[src/rtl/spi_pkg.sv]
// Shared types and sizing helpers for the spi_master_rx block and its clock generator.
package spi_pkg;

    typedef enum logic [1:0] {
        IDLE  = 2'd0,
        SETUP = 2'd1,
        XFER  = 2'd2,
        HOLD  = 2'd3
    } state_t;

    typedef struct packed {
        logic cpol;
        logic cpha;
    } mode_t;

    // Index width that never collapses to zero bits (also gives CS_W).
    function automatic int clog2_min1(input int n);
        return (n <= 1) ? 1 : $clog2(n);
    endfunction

endpackage

[src/rtl/spi_clk_gen.sv]
// Half-period timer: one-cycle tick every CLK_DIV cycles plus a count of ticks seen,
// held at zero while the master is idle.
module spi_clk_gen
    import spi_pkg::*;
#(
    parameter int CLK_DIV = 4,
    parameter int IDX_W   = 5
) (
    input  logic             clk,
    input  logic             rst,
    input  logic             clr,
    output logic             tick,
    output logic [IDX_W-1:0] toggle_idx
);

    localparam int DIV_W = clog2_min1(CLK_DIV);
    localparam logic [DIV_W-1:0] DIV_LAST = DIV_W'(CLK_DIV - 1);

    logic [DIV_W-1:0] div_cnt;

    assign tick = !clr && (div_cnt == DIV_LAST);

    always_ff @(posedge clk) begin
        if (rst || clr) begin
            div_cnt    <= '0;
            toggle_idx <= '0;
        end else if (tick) begin
            div_cnt    <= '0;
            toggle_idx <= toggle_idx + IDX_W'(1);
        end else begin
            div_cnt    <= div_cnt + DIV_W'(1);
        end
    end

endmodule

[src/rtl/spi_master_rx.sv]
// SPI master reading DATA_W-bit words from one of NUM_CS slaves, all four CPOL/CPHA modes.
// Define SPI_TX_EN to add the tx_data/mosi transmit path.
module spi_master_rx
    import spi_pkg::*;
#(
    parameter  int DATA_W  = 8,
    parameter  int CLK_DIV = 4,
    parameter  int NUM_CS  = 1,
    localparam int CS_W    = clog2_min1(NUM_CS)
) (
    input  logic              clk,
    input  logic              rst,
    input  logic              start,
    input  logic [CS_W-1:0]   cs_sel,
    input  logic              cpol,
    input  logic              cpha,
    input  logic              miso,
`ifdef SPI_TX_EN
    input  logic [DATA_W-1:0] tx_data,
    output logic              mosi,
`endif
    output logic              sclk,
    output logic [NUM_CS-1:0] cs_n,
    output logic              busy,
    output logic [DATA_W-1:0] data_out,
    output logic              data_valid
);

    localparam int TOGGLES = 2 * DATA_W;
    localparam int IDX_W   = $clog2(TOGGLES + 3);
    localparam logic [IDX_W-1:0] TOG_END  = IDX_W'(TOGGLES);
    localparam logic [CS_W:0]    CS_LIMIT = (CS_W + 1)'(NUM_CS);

    state_t            state;
    mode_t             mode;
    logic [DATA_W-1:0] rx_sr;
    logic              tick;
    logic [IDX_W-1:0]  toggle_idx;
    logic              accept;
    logic              toggle;
    logic              sample;

    spi_clk_gen #(
        .CLK_DIV (CLK_DIV),
        .IDX_W   (IDX_W)
    ) u_clk_gen (
        .clk        (clk),
        .rst        (rst),
        .clr        (state == IDLE),
        .tick       (tick),
        .toggle_idx (toggle_idx)
    );

    // Tick n (0-based) starts half-period n+1; ticks past the last toggle close XFER and HOLD.
    assign accept = (state == IDLE) && start && ({1'b0, cs_sel} < CS_LIMIT);
    assign toggle = tick && (toggle_idx < TOG_END);
    assign sample = toggle && (toggle_idx[0] == mode.cpha);

    always_ff @(posedge clk) begin
        if (rst) begin
            state      <= IDLE;
            mode       <= '0;
            rx_sr      <= '0;
            sclk       <= 1'b0;
            cs_n       <= '1;
            busy       <= 1'b0;
            data_out   <= '0;
            data_valid <= 1'b0;
        end else begin
            data_valid <= 1'b0;
            if (sample) begin
                rx_sr <= {rx_sr[DATA_W-2:0], miso};
            end
            if (toggle) begin
                sclk <= ~sclk;
            end
            case (state)
                IDLE: begin
                    if (accept) begin
                        mode.cpol <= cpol;
                        mode.cpha <= cpha;
                        sclk      <= cpol;
                        cs_n      <= ~(NUM_CS'(1) << cs_sel);
                        busy      <= 1'b1;
                        state     <= SETUP;
                    end
                end
                SETUP: begin
                    if (tick) begin
                        state <= XFER;
                    end
                end
                XFER: begin
                    if (tick && !toggle) begin
                        sclk  <= mode.cpol;
                        state <= HOLD;
                    end
                end
                HOLD: begin
                    if (tick) begin
                        cs_n       <= '1;
                        busy       <= 1'b0;
                        data_out   <= rx_sr;
                        data_valid <= 1'b1;
                        state      <= IDLE;
                    end
                end
                default: state <= IDLE;
            endcase
        end
    end

`ifdef SPI_TX_EN
    logic [DATA_W-1:0] tx_sr;

    // With cpha=0 the MSB must already be on the line for the first (leading) sample edge.
    always_ff @(posedge clk) begin
        if (rst) begin
            tx_sr <= '0;
            mosi  <= 1'b0;
        end else if (accept) begin
            if (!cpha) begin
                mosi  <= tx_data[DATA_W-1];
                tx_sr <= {tx_data[DATA_W-2:0], 1'b0};
            end else begin
                mosi  <= 1'b0;
                tx_sr <= tx_data;
            end
        end else if (toggle && !sample) begin
            mosi  <= tx_sr[DATA_W-1];
            tx_sr <= {tx_sr[DATA_W-2:0], 1'b0};
        end else if ((state == HOLD) && tick) begin
            mosi  <= 1'b0;
        end
    end
`endif

endmodule

[config.mk]
export PLATFORM = sky130hd
export DESIGN_NAME = spi_master_rx
export DESIGN_NICKNAME = d
export VERILOG_FILES = /design/src/rtl/spi_pkg.sv /design/src/rtl/spi_clk_gen.sv /design/src/rtl/spi_master_rx.sv
export SDC_FILE = /design/constraint.sdc
export NUM_CORES = 1
export LEC_CHECK = 0
export ABC_AREA = 1
export CORE_MARGIN = 8
export CORE_UTILIZATION = 45
export DETAILED_ROUTE_END_ITERATION = 7
export PLACE_DENSITY = 0.74
export SYNTH_ARGS = -nofsm -noshare
export SYNTH_HDL_FRONTEND = slang
export SYNTH_SLANG_ARGS = --single-unit
[constraint.sdc]
create_clock -name clk -period 1.4 [get_ports clk]
set_input_delay 0.28 -clock clk [delete_from_list [all_inputs] [get_ports clk]]
set_output_delay 0.28 -clock clk [all_outputs]
set_load 0.02 [all_outputs]
; ---- Word level (Yosys, flattened, before mapping)
; Index checks and enable logic that the tools add are counted.
[word_totals]
reg_bits = 31
inputBits = 7
output_inout_bits = 12
word_cells = 61
[classes]
addsub = 2
magnitude_cmp = 2
eq_ne = 9
shifts = 1
n_mux = 16
n_bitwise = 3
n_reduce_logical = 17
[ops]
columns = operator, count
row1 = $mux 1, 8
row2 = $mux 2, 4
row3 = $ne 2x2->1 const B, 4
row4 = $pmux 2 s4, 1
row5 = $eq 2x2->1 const B, 3
row6 = $logic_and 1x1->1, 6
row7 = $pmux 1 s2, 3
row8 = $add 5x1->5 const B, 1
row9 = $lt 5x5->1 const B, 1
row10 = $reduce_and 2->1, 2
row11 = $reduce_and 4->1, 1
row12 = $reduce_or 2->1, 2
row13 = $not 1->1, 3
row14 = $reduce_and 3->1, 1
row15 = $add 2x1->2 const B, 1
row16 = $eq 2x1->1 const B, 1
row17 = $logic_not 1->1, 2
row18 = $logic_not 2->1, 1
row19 = $reduce_bool 2->1, 1
row20 = $eq 1x1->1, 1
row21 = $logic_or 1x1->1, 1
row22 = $lt 1x1->1 const B, 1
row23 = $shl 1x1->1 const A, 1

; ---- Longest topological paths before layout
[logic_depth]
ltp_word = 8
ltp_mapped = 9
ltp_nobuf = 9

; ---- By module
; From an unflattened synthesis, not the netlist that was laid out.
[hier_totals]
cells_unflattened = 187
area_unflattened_um2 = 1391.3
[by_module_without_submodules]
columns = module, n_inst, cells_each, area_each_um2, seq_area_each_um2
row1 = spi_master_rx, 1, 151, 1093.5, 480.5
row2 = spi_clk_gen, 1, 36, 297.8, 140.1

; ---- Worst setup path before layout
; Ideal clock, no wire load.
[synth_path]
path_kind = register to register
startpoint = reg state[0]
endpoint = reg rx_sr[0]
setup_time_ps = 116
t_arrival_ps = 1181
t_required_ps = 1284
slack_ps = 104
stages_incl_launch_ff = 9
n_path_buf = 0
cell_sequence = dfxtp_1 -> inv_1 -> ha_1 -> inv_2 -> nand3_2 -> inv_2 -> nand2_4 -> o21ai_0 -> nor2_1
[synth_via]
elab_chain_len = 5
[synth_rtl]
columns = item, line_no
row1 = start: declaration, spi_master_rx.sv:34  ; state_t state;
row2 = start signal: assignment, spi_master_rx.sv:61  ; state <= IDLE;
row3 = start signal: assignment, spi_master_rx.sv:85  ; state <= SETUP;
row4 = start signal: assignment, spi_master_rx.sv:90  ; state <= XFER;
row5 = $logic_not 2->1, spi_master_rx.sv:49  ; .clr (state == IDLE),
row6 = $logic_not 1->1, spi_clk_gen.sv:21  ; assign tick = !clr && (div_cnt == DIV_LAST);
row7 = $logic_and 1x1->1, spi_clk_gen.sv:21
row8 = $logic_and 1x1->1, spi_master_rx.sv:56  ; assign toggle = tick && (toggle_idx < TOG_END);
row9 = $logic_and 1x1->1, spi_master_rx.sv:57  ; assign sample = toggle && (toggle_idx[0] == mode.cpha);
row10 = end signal: assignment, spi_master_rx.sv:72  ; rx_sr <= {rx_sr[DATA_W-2:0], miso};
row11 = end: declaration, spi_master_rx.sv:36  ; logic [DATA_W-1:0] rx_sr;
; No other way between the ends.
; A chain may end at the register's enable or synchronous reset.

; ---- Worst setup path after layout
[layout_path]
startpoint = reg sclk
endpoint = out sclk
[layout_rtl]
columns = item, line_no
row1 = start: declaration, spi_master_rx.sv:22  ; output logic sclk,
row2 = start signal: assignment, spi_master_rx.sv:75  ; sclk <= ~sclk;
row3 = start signal: assignment, spi_master_rx.sv:82  ; sclk <= cpol;
row4 = start signal: assignment, spi_master_rx.sv:95  ; sclk <= mode.cpol;
; No word-level cell between the ends.

==> results_dict.tcl <==
set metrics [dict create \
    outcome "completed" \
    ys_warn_count 0 \
    hold_viol 0 \
    worstMarginPinSlew_ns 0.276 \
    ys_ff_latch 31 \
    die_y_um 69.9 \
    cts_tree "built" \
    io_pins 19 \
    post-route-period-util_pct 94.9 \
    crit_type "flip-flop to output pin" \
    crit_path_end_kind "output pin" \
    max_freq_mhz 753 \
    dp_cells 226 \
    area_growth_pct 29.1 \
    slowest_delay_ns 0.37 \
    finalWirelength_um 2480 \
    worst_ir_drop_vdd_mv 0.970 \
    cp_top_family "flip-flops" \
    post-route-min-period_ns 1.33 \
    antenna_found_initial 0 \
    layout_commonest_cell "nand2_1" \
    cts_buffers 5 \
    intPower_mw 1.60 \
    power_density_nw_per_um2 1330 \
    rsz0062_at_grt "false" \
    globalplace.congestion 0.777 \
    slowest_stage "dfxtp_1" \
    cp.arrival_ns 1.05 \
    diodes 0 \
    netlist_area_um2 1310 \
    maxCapViolations 0 \
    core_um2 2760 \
    drt_first_iter_violations 18 \
    grt_max_degree 12 \
    port-buffer-count 18 \
    grt_usage_pct 11.2 \
    most-common-layout-cells "nand2_1, nor2_1, dfxtp_1" \
    crit_cells 1 \
    hp-start "data_out[4]" \
    die_x_um 69.9 \
    via_count 1108 \
    avgSynthCellArea_um2 7.70 \
    synthCells 170 \
    p_leak_nw 0.792 \
    synth_nets 183 \
    cp.required_ns 1.12 \
    dp_hpwl_um 1960 \
    design_area_um2 1690 \
    r2r_start "state[0]" \
    holdPathStages 2 \
    rrSetupSlack_ns 0.11 \
    dpl_cell_area_um2 1580 \
    ctsHoldBuffers 0 \
    fin_cells 234 \
    skew_ns 0.00781 \
    overflow 0 \
    wl_per_cell_um 10.6 \
    hold_end "data_out[4]" \
    fin_util_pct 61.3 \
    setup-tns-final_ns 0 \
    setup_viol 0 \
    rows 19 \
    worstPathCellList "dlygate4sd2_1" \
    synth.distinct_cells 22 \
    drive_gt1_share_pct 20.2 \
    clk-insertion-delay-late_ns 0.33 \
    clkTransAtPathRegs_ns 0.10 \
    p_sw_uw 652 \
    die-area_um2 4890 \
    hold_slack_ns 0.448 \
    clock_path_buffers 2 \
    clkPwrFrac_pct 32.6 \
    start_util_pct 47.5 \
    clock_tree.root_cell "clkbuf_4" \
    antenna_left 0 \
    switching_share_pct 28.9 \
    drcViolationCount 0 \
    ys_seq_area_share_pct 47.4 \
    cp-start-kind "flip-flop" \
    setup.worst_path.start "sclk" \
    grt_pass1_wl_um 4610 \
    hp-class "flip-flop to flip-flop" \
    path_buf_inv 1 \
    slew_violations 0 \
    power_frac_seq_pct 43.5 \
    grt_pass1_vias 1094 \
    cts_sinks 31 \
    r2r_cells 8 \
    dr.pass1.iters 4 \
    r2r_end "rx_sr[5]" \
    nets 215 \
    critPathMaxFanout 3 \
    htreeDepth 2 \
    combPwrFrac_pct 23.9 \
    vias_per_cell 4.74 \
    slew_headroom_pct 81.4 \
]
==> how the worst max path moves through the flow <==
| stage | end | slack, ns |
|---|---|---|
| after floorplan | rx_sr[0] | 0.10 |
| after global placement | state[1] | -0.02 |
| after detailed placement | state[1] | -0.05 |
| after CTS | rx_sr[4] | 0.04 |
| after global routing | state[1] | 0.0009 |
| final | sclk | 0.07 |
==> power by group through the flow <==
stage / Clock [mW] / Combinational [mW] / Sequential (mW)
final: 0.734 / 0.539 / 0.979
after global routing: 0.797 / 0.611 / 0.985
after CTS: 0.748 / 0.499 / 0.969
after detailed placement: 0 / 0.501 / 0.990
after global placement: 0 / 0.479 / 0.986
after floorplan: 0 / 0.310 / 1.01
==> layout make-up <==
type / instances / area (um2)
fillers: 247 / 1070
clock buffers: 6 / 51.3
flip-flops and latches: 31 / 622
well taps: 31 / 38.8
repair buffers: 27 / 233
inverters: 20 / 80.1
multi-input cells: 117 / 629
clock inverters: 2 / 35.0
==> through the flow <==
| step | total power, mW | worst slack, ns |
|---|---|---|
| 2_1_floorplan | 1.32 | 0.104 |
| 3_3_place_gp | 1.46 | -0.0187 |
| 3_5_place_dp | 1.49 | -0.0548 |
| 4_1_cts | 2.22 | 0.0409 |
| 5_1_grt | 2.39 | 0.000894 |
| 6_report | 2.25 | 0.0716 |
==> Yosys cell counts <==
cell type  instances  area [um2]
nor3_1             3        15.0
nand2_1           42         158
nor2_2             1        6.26
nand2_2            4        25.0
ha_1               6        75.1
nand3_2            2        20.0
o21ai_0           11        55.1
inv_1             14        52.6
xor2_1             1        8.76
inv_4              1        6.26
inv_2              5        18.8
nand3_1            5        25.0
buf_1              1        3.75
nor2_4             2        22.5
buf_4              1        7.51
a21oi_1            2        10.0
nor2_1            31         116
a21oi_2            2        17.5
nor3b_1            1        7.51
dfxtp_1           31         621
nand2_4            1        11.3
xnor2_1            3        26.3
==> cell families after synthesis <==
family                     count (synthesis)  share of synthesized area (%)
and+or+nand+nor                           92                           31.1
DFF                                       31                           47.4
AOI/OAI and AO/OA                         15                           6.31
buffers and inverters                     22                           6.79
xor gates and xnor gates                   4                           2.68
adders and majority gates                  6                           5.74
==> registers in the layout, summed over array words and instances, names as in the netlist, 2 cells and up <==
signal / flops
u_clk_gen.toggle_idx: 5
u_clk_gen.div_cnt: 2
data_out: 8
mode: 2
state: 2
rx_sr: 8
==> per-layer routing <==
layer	wire [um]	track usage, %	vias to the layer above
met5	0	0	-
met3	156	5.51	5
met1	1090	11.6	499
met2	1200	19.4	20
li1	-	-	584
met4	34	3.35	0
==> timing repair <==
item	CTS	global route
pin swaps	0	0
buffers inserted	0	0
setup endpoints to repair	20	18
gates resized for setup	13	8
Note: power is estimated with default switching activity, not from simulation.
